### src/rtl/decimal_countdown_timer.sv
// Two-digit BCD countdown timer with load, start/resume and pause.
// A prescaler divides the clock into decrement ticks; all outputs are registered.
//
// state   | meaning
// --------+-------------------------------------------------------------
// IDLE    | count loaded or reset, waiting for start
// RUN     | prescaler advancing, digits decrement on each tick
// PAUSED  | prescaler and digits frozen, start resumes
// EXPIRED | count reached 00, held until load or reset
module decimal_countdown_timer #(
  parameter int TICK_DIV = 50000000
) (
  input  logic       clock,
  input  logic       reset,
  input  logic       load,
  input  logic [3:0] load_tens,
  input  logic [3:0] load_ones,
  input  logic       start,
  input  logic       pause,
  output logic [3:0] tens,
  output logic [3:0] ones,
  output logic       running,
  output logic       done,
  output logic       time_up
);

  localparam int PW = (TICK_DIV > 1) ? $clog2(TICK_DIV) : 1;
  localparam logic [PW-1:0] PRE_LAST = PW'(TICK_DIV - 1);

  typedef enum logic [1:0] {
    IDLE    = 2'd0,
    RUN     = 2'd1,
    PAUSED  = 2'd2,
    EXPIRED = 2'd3
  } state_t;

  state_t        state;
  logic [PW-1:0] prescaler;
  logic          tick;
  logic          count_zero;

  assign tick       = (state == RUN) && (prescaler == PRE_LAST);
  assign count_zero = (tens == 4'd0) && (ones == 4'd0);

  function automatic logic [3:0] clamp_digit(input logic [3:0] d);
    return (d > 4'd9) ? 4'd9 : d;
  endfunction

  always_ff @(posedge clock or posedge reset) begin
    if (reset) begin
      state     <= IDLE;
      prescaler <= '0;
      tens      <= 4'd0;
      ones      <= 4'd0;
      running   <= 1'b0;
      done      <= 1'b0;
      time_up   <= 1'b0;
    end else begin
      done <= 1'b0;
      if (load) begin
        state     <= IDLE;
        prescaler <= '0;
        tens      <= clamp_digit(load_tens);
        ones      <= clamp_digit(load_ones);
        running   <= 1'b0;
        time_up   <= 1'b0;
      end else begin
        case (state)
          IDLE: begin
            if (start && !count_zero) begin
              state     <= RUN;
              prescaler <= '0;
              running   <= 1'b1;
            end
          end
          RUN: begin
            // Pause wins over a coincident tick so the frozen count is exact.
            if (pause) begin
              state   <= PAUSED;
              running <= 1'b0;
            end else if (tick) begin
              prescaler <= '0;
              if (ones != 4'd0) begin
                ones <= ones - 4'd1;
                if (tens == 4'd0 && ones == 4'd1) begin
                  state   <= EXPIRED;
                  running <= 1'b0;
                  done    <= 1'b1;
                  time_up <= 1'b1;
                end
              end else if (tens != 4'd0) begin
                ones <= 4'd9;
                tens <= tens - 4'd1;
              end
            end else begin
              prescaler <= prescaler + 1'b1;
            end
          end
          PAUSED: begin
            if (start) begin
              state   <= RUN;
              running <= 1'b1;
            end
          end
          EXPIRED: begin
            state <= EXPIRED;
          end
          default: begin
            state   <= IDLE;
            running <= 1'b0;
            time_up <= 1'b0;
          end
        endcase
      end
    end
  end

endmodule

### config.mk
export PLATFORM = sky130hd
export DESIGN_NAME = decimal_countdown_timer
export DESIGN_NICKNAME = d
export VERILOG_FILES = /design/src/rtl/decimal_countdown_timer.sv
export SDC_FILE = /design/constraint.sdc
export NUM_CORES = 1
export LEC_CHECK = 0
export BUFFER_PORTS_ARGS = -buffer_cell sky130_fd_sc_hd__buf_4
export CAP_MARGIN = 20
export CORE_ASPECT_RATIO = 1.2
export CORE_MARGIN = 3
export CORE_UTILIZATION = 59
export CTS_CLUSTER_DIAMETER = 30
export DETAILED_ROUTE_END_ITERATION = 7
export PLACE_DENSITY = 0.8
export SETUP_SLACK_MARGIN = 0.15
export SLEW_MARGIN = 40
export SYNTH_ARGS = -nofsm -noshare
export SYNTH_HDL_FRONTEND = slang
export SYNTH_SLANG_ARGS = --single-unit
### constraint.sdc
create_clock -name clock -period 2.76 [get_ports clock]
set_input_delay 0.138 -clock clock [delete_from_list [all_inputs] [get_ports clock]]
set_output_delay 0.138 -clock clock [all_outputs]
set_load 0.01 [all_outputs]
* Word level (Yosys, flattened, before mapping)
Index checks and enable logic that the tools add are counted. Widths: inputs -> output; s select.
Storage, ports and cells: register bits 39, bits of input ports 13, output and inout bits 11
Operators by class: add/subtract/negate cells 3, $lt $le $gt $ge 2, equal/unequal tests 13, muxes and demuxes 47, reductions and logical operators 24
Operators with widths (number):
- $mux 26 | 4
- $mux 4 | 14
- $pmux 26 s2 | 1
- $add 26x1->26 const B | 1
- $eq 26x26->1 const B | 1
- $mux 1 | 19
- $reduce_and 5->1 | 3
- $mux 2 | 7
- $reduce_bool 4->1 | 3
- $reduce_bool 2->1 | 5
- $ne 3x3->1 const B | 3
- $gt 4x4->1 const B | 2
- $logic_not 4->1 | 2
- $ne 4x3->1 const B | 2
- $pmux 2 s4 | 1
- $sub 4x1->4 const B | 2
- $reduce_and 6->1 | 1
- $reduce_bool 3->1 | 2
- $eq 2x2->1 const B | 2
- $eq 4x1->1 const B | 1
- $logic_and 1x1->1 | 4
- $ne 2x2->1 const B | 2
- $ne 4x4->1 const B | 1
- $reduce_and 4->1 | 1
- other kinds (5) | 5

* Depth between registers and ports, before layout
word-level depth 8, gate-level depth with buffers 8, gate-level depth less buffers 7

* Worst setup path before layout
Ideal clock, no wire load.
path kind register to register, from register prescaler[0], to register prescaler[14], library setup time 0.082 ns, arrival 2.007 ns, setup slack 0.671 ns, cell stages (with the launch flop) 9, period minus slack after synthesis 2.089 ns, path through dfrtp_1 ha_1 and3_1 buf_2 and4_4 a2111oi_4 buf_6 nand2_1 a31oi_1
On the way: cells in the longest elaborated chain, start to end 6, elaborated cells on any way between the ends 7, those cells by class add/sub (1); eq/ne (1); mux (4); reduce/logical (1)
Ends and longest elaborated chain:
- start: declaration | line 38 | logic [PW-1:0] prescaler;
- start signal: assignment | line 96 | prescaler <= prescaler + 1'b1;
- parallel branches: the longest is 2 deep, another holds $add 26x1->26
- $mux 26 * | line 81 | end else if (tick) begin
- $mux 26 * | line 78 | if (pause) begin
- $pmux 26 s2 * | line 68 | case (state)
- $mux 26 * | line 60 | if (load) begin
Every way passes the cells marked *. The select of a mux whose other input is x is not followed. A chain may end at the register's enable or synchronous reset.

* Worst setup path after layout
from register tens[1], to register prescaler[10]
On the way: cells in the longest elaborated chain, start to end 6
Ends and longest elaborated chain:
- start: declaration | line 20 | output logic [3:0] tens,
- start signal: assignment | line 63 | tens <= clamp_digit(load_tens);
- start signal: assignment | line 93 | tens <= tens - 4'd1;
- $logic_not 4->1 | line 43 | assign count_zero = (tens == 4'd0) && (ones == 4'd0);
- $logic_and 1x1->1 | line 43
- $logic_not 1->1 | line 70 | if (start && !count_zero) begin
- $logic_and 1x1->1 | line 70
- $ne 3x3->1 (no source line)
- $reduce_and 3->1 (no source line)
No other way between the ends.

==> impl_results.md <==
* Status: finished clean
* Yosys reg bits at 39
* CP Data Required Time at 2.97 ns
* H-tree lvl count at 2
* Final cycle utilization of the critical path at 82.8%
* Area leader, netlist: dfrtp_1
* Worst EP arrival at 2.49 ns
* CP Capture Point: prescaler[10]
* Cell area after placement at 0.00260 sq mm
* CTS tree: built
* Leak at 1.07 nW
* DIE WIDTH at 63.9 um
* Synthesized cell area at 0.00237 sq mm
* Cell count after placement at 335
* Pins over their slew limit at 0
* Syn avg cell area at 8.94 sq um
* Ranking of synthesized cells by area: dfrtp_1 (41%), a31oi_1 (5.3%), nand2_1 (4.6%), nor2_1 (4.1%), a21oi_1 (3.4%)
* Nets at 307
* Final Cell Area at 0.00269 sq mm
* Clk buf depth at 2
* Initial core utilization at 63.1%
* # rows at 24
* Met3 usage at 5.01%
* Antenna cells at 0
* Wirelength, routed at 5480 um
* Final GP Congestion at 0.871
* Max Cap Viol at 0
* CTS clk-pin slew, worst paths at 0.08 ns
* GRT overflow at 0
* VDD IR max at 0.000315 V
* Setup tns final at 0 ns
* Largest fanout on the critical path at 11
* Power Density at 426 mW/mm^2
* Final Core Density at 71.7%
* Synth unique cells at 58
* Rel. slew slack at 65.6%
* Top-count cell post-synth: dfrtp_1
* CORE AREA at 0.00375 sq mm
* # setup viols final at 0
* DRT iter0 DRCs at 176
* Syn_nets at 281
* Endpoint type of the worst setup path: register
* Fin cells at 344
* Sequential area share after synthesis at 41.2%
* Postcts setup bufs at 0
* Synth warn at 0
* Num CTS Buffers at 5
* GRT Total Usage at 24.4%
* Post-route DRC violation count at 0
* Top Usage Layer GRT: met2
* Number of global-route vias before repair at 2041
* Max Fclk at 438 MHz
* Most used DFF post-synth: dfrtp_1
* First-pass GRT wire length at 9340 um
* Initial antenna violation count at 0
* Worst setup SP type: register
* Via/cell ratio at 6.17
* Clk sink count at 39
* Most instantiated cells after synthesis: dfrtp_1 (39), nand2_1 (29), nor2_1 (26), a31oi_1 (20), a21oi_1 (16)
* Yosys top cell area share at 41.2%
* R2r endpoint: prescaler[10]
* Worst R2R Setup Slack at 0.47 ns
* Final hold vios at 0
* Reg-to-Reg Start: tens[1]
* Worst hold path startpoint: load_tens[1]
* DR WL/cell at 15.9 um
* Clock Latency Late Sink at 0.29 ns
* Met1 Use GR at 30.5%
* Share of layout cells above drive strength 1 at 17.1%
* Post-synth ARST share at 100%
* Clock Skew at 0.00516 ns
* Gate count after technology mapping at 265
* Crit path time final at 2.29 ns
* RSZ-0062 raised after global routing: no
* HP Class: input pin to register
* Synthesis-to-layout area growth at 13.5%
* GR Layer Usage met2 at 43.4%
* CP Class: register to register
* Worst slew pin tran at 0.503 ns
* Post-DP HPWL at 3980 um
* Clk root buf: clkbuf_8
* Pin count of the biggest net entering global routing at 40
* Crit. Startpoint: tens[1]
* Io pins at 24
* Post-CTS Resized at 0
* Reg2Reg Depth at 7
* Post-synth EDFFs at 0
* Full die area at 0.00482 sq mm
* Drt pass-1 iters at 5
* Fill cell count at 302
* Port Buffers at 23
* Vert. Die Dim at 75.4 um
* Via count at 2122
* Remaining antenna violation count after routing at 0
power by group:
part           switching [mW]  total (mW)  internal [mW]
Sequential             0.0251       0.612          0.587
Clock                   0.195       0.372          0.177
Combinational          0.0940       0.163         0.0692
Total                   0.314        1.15          0.833
flip-flops by register name (all words and copies together) (netlist names):
signal / cells
done: 1
ones: 4
prescaler: 26
running: 1
state: 2
tens: 4
time_up: 1
worst max-delay path, cell delays in order (launching register included):
cell      delay, ns
dfrtp_1        0.40
inv_1          0.10
ha_1           0.16
or3b_2         0.51
o211ai_4       0.29
nand2_1        0.29
buf_4          0.27
a31oi_1        0.17
final cells by class:
cell class	instances	area, sq um	share of cell area, %
Timing Repair Buffer	31	235	8.74
Tap cell	52	65.1	2.42
Sequential cell	39	976	36.3
Inverter	9	33.8	1.26
Multi-Input combinational cell	205	1300	48.3
Clock buffer	7	76.3	2.84
Clock inverter	1	5.00	0.186
kinds of logic (layout without fill, tap and decap cells):
kind of cell	count (synthesis)	in the layout	share of synthesized area, %
compound gates	75	75	22.1
buf+inv	21	48	4.01
fa+ha+maj	3	3	1.58
flops	39	39	41.2
xor+xnor	7	7	2.59
simple gates	117	117	27.2
mux	3	3	1.27
stage by stage:
step	total power, mW	setup WS (ns)	hold slack [ns]
final	1.15	0.475	0.0930
after global routing	1.20	0.332	0.0922
after CTS	1.15	0.475	0.0885
after detailed placement	0.784	0.511	0.295
after global placement	0.780	0.557	0.291
after floorplan	0.720	0.671	0.278
how the worst min path moves through the flow:
stage | end | slack [ns] | cells past startpoint
floorplan | tens[1] | 0.28 | 1
global placement | prescaler[6] | 0.29 | 3
detailed placement | prescaler[5] | 0.29 | 3
CTS | tens[1] | 0.09 | 2
global route | tens[1] | 0.09 | 2
finish | tens[1] | 0.09 | 2
layout by cell type, fill, tap and decap left out, types with 2 or more instances in the layout:
cell       instances
a2111oi_1          2
nor3_1             4
and3_1             5
and4_1             6
mux2i_1            3
nor2_1            26
and4_4             2
nand2b_1           3
o21ai_0           10
nand4_1           12
nor4_1             2
nand3_1            9
a21oi_1           16
a211oi_1           3
a31oi_1           20
o31a_1             3
dfrtp_1           39
a41oi_1            2
ha_1               3
o21ai_1            3
and2_1             3
nand2_1           29
nor3_2             3
inv_1              9
xnor2_1            7
buf_4             30
clkbuf_1           2
clkbuf_8           5
per-layer routing:
metal / part of all wire (%) / wire (um)
met5: 0 / 0
met4: 1.1 / 58
met3: 4.3 / 234
met1: 44 / 2430
met2: 50 / 2760
timing repair:
action,CTS,global route
hold endpoints to repair,39,0
endpoints found under the setup margin,0,0
hold buffers,1,0
(Power assumes the default switching activity.)
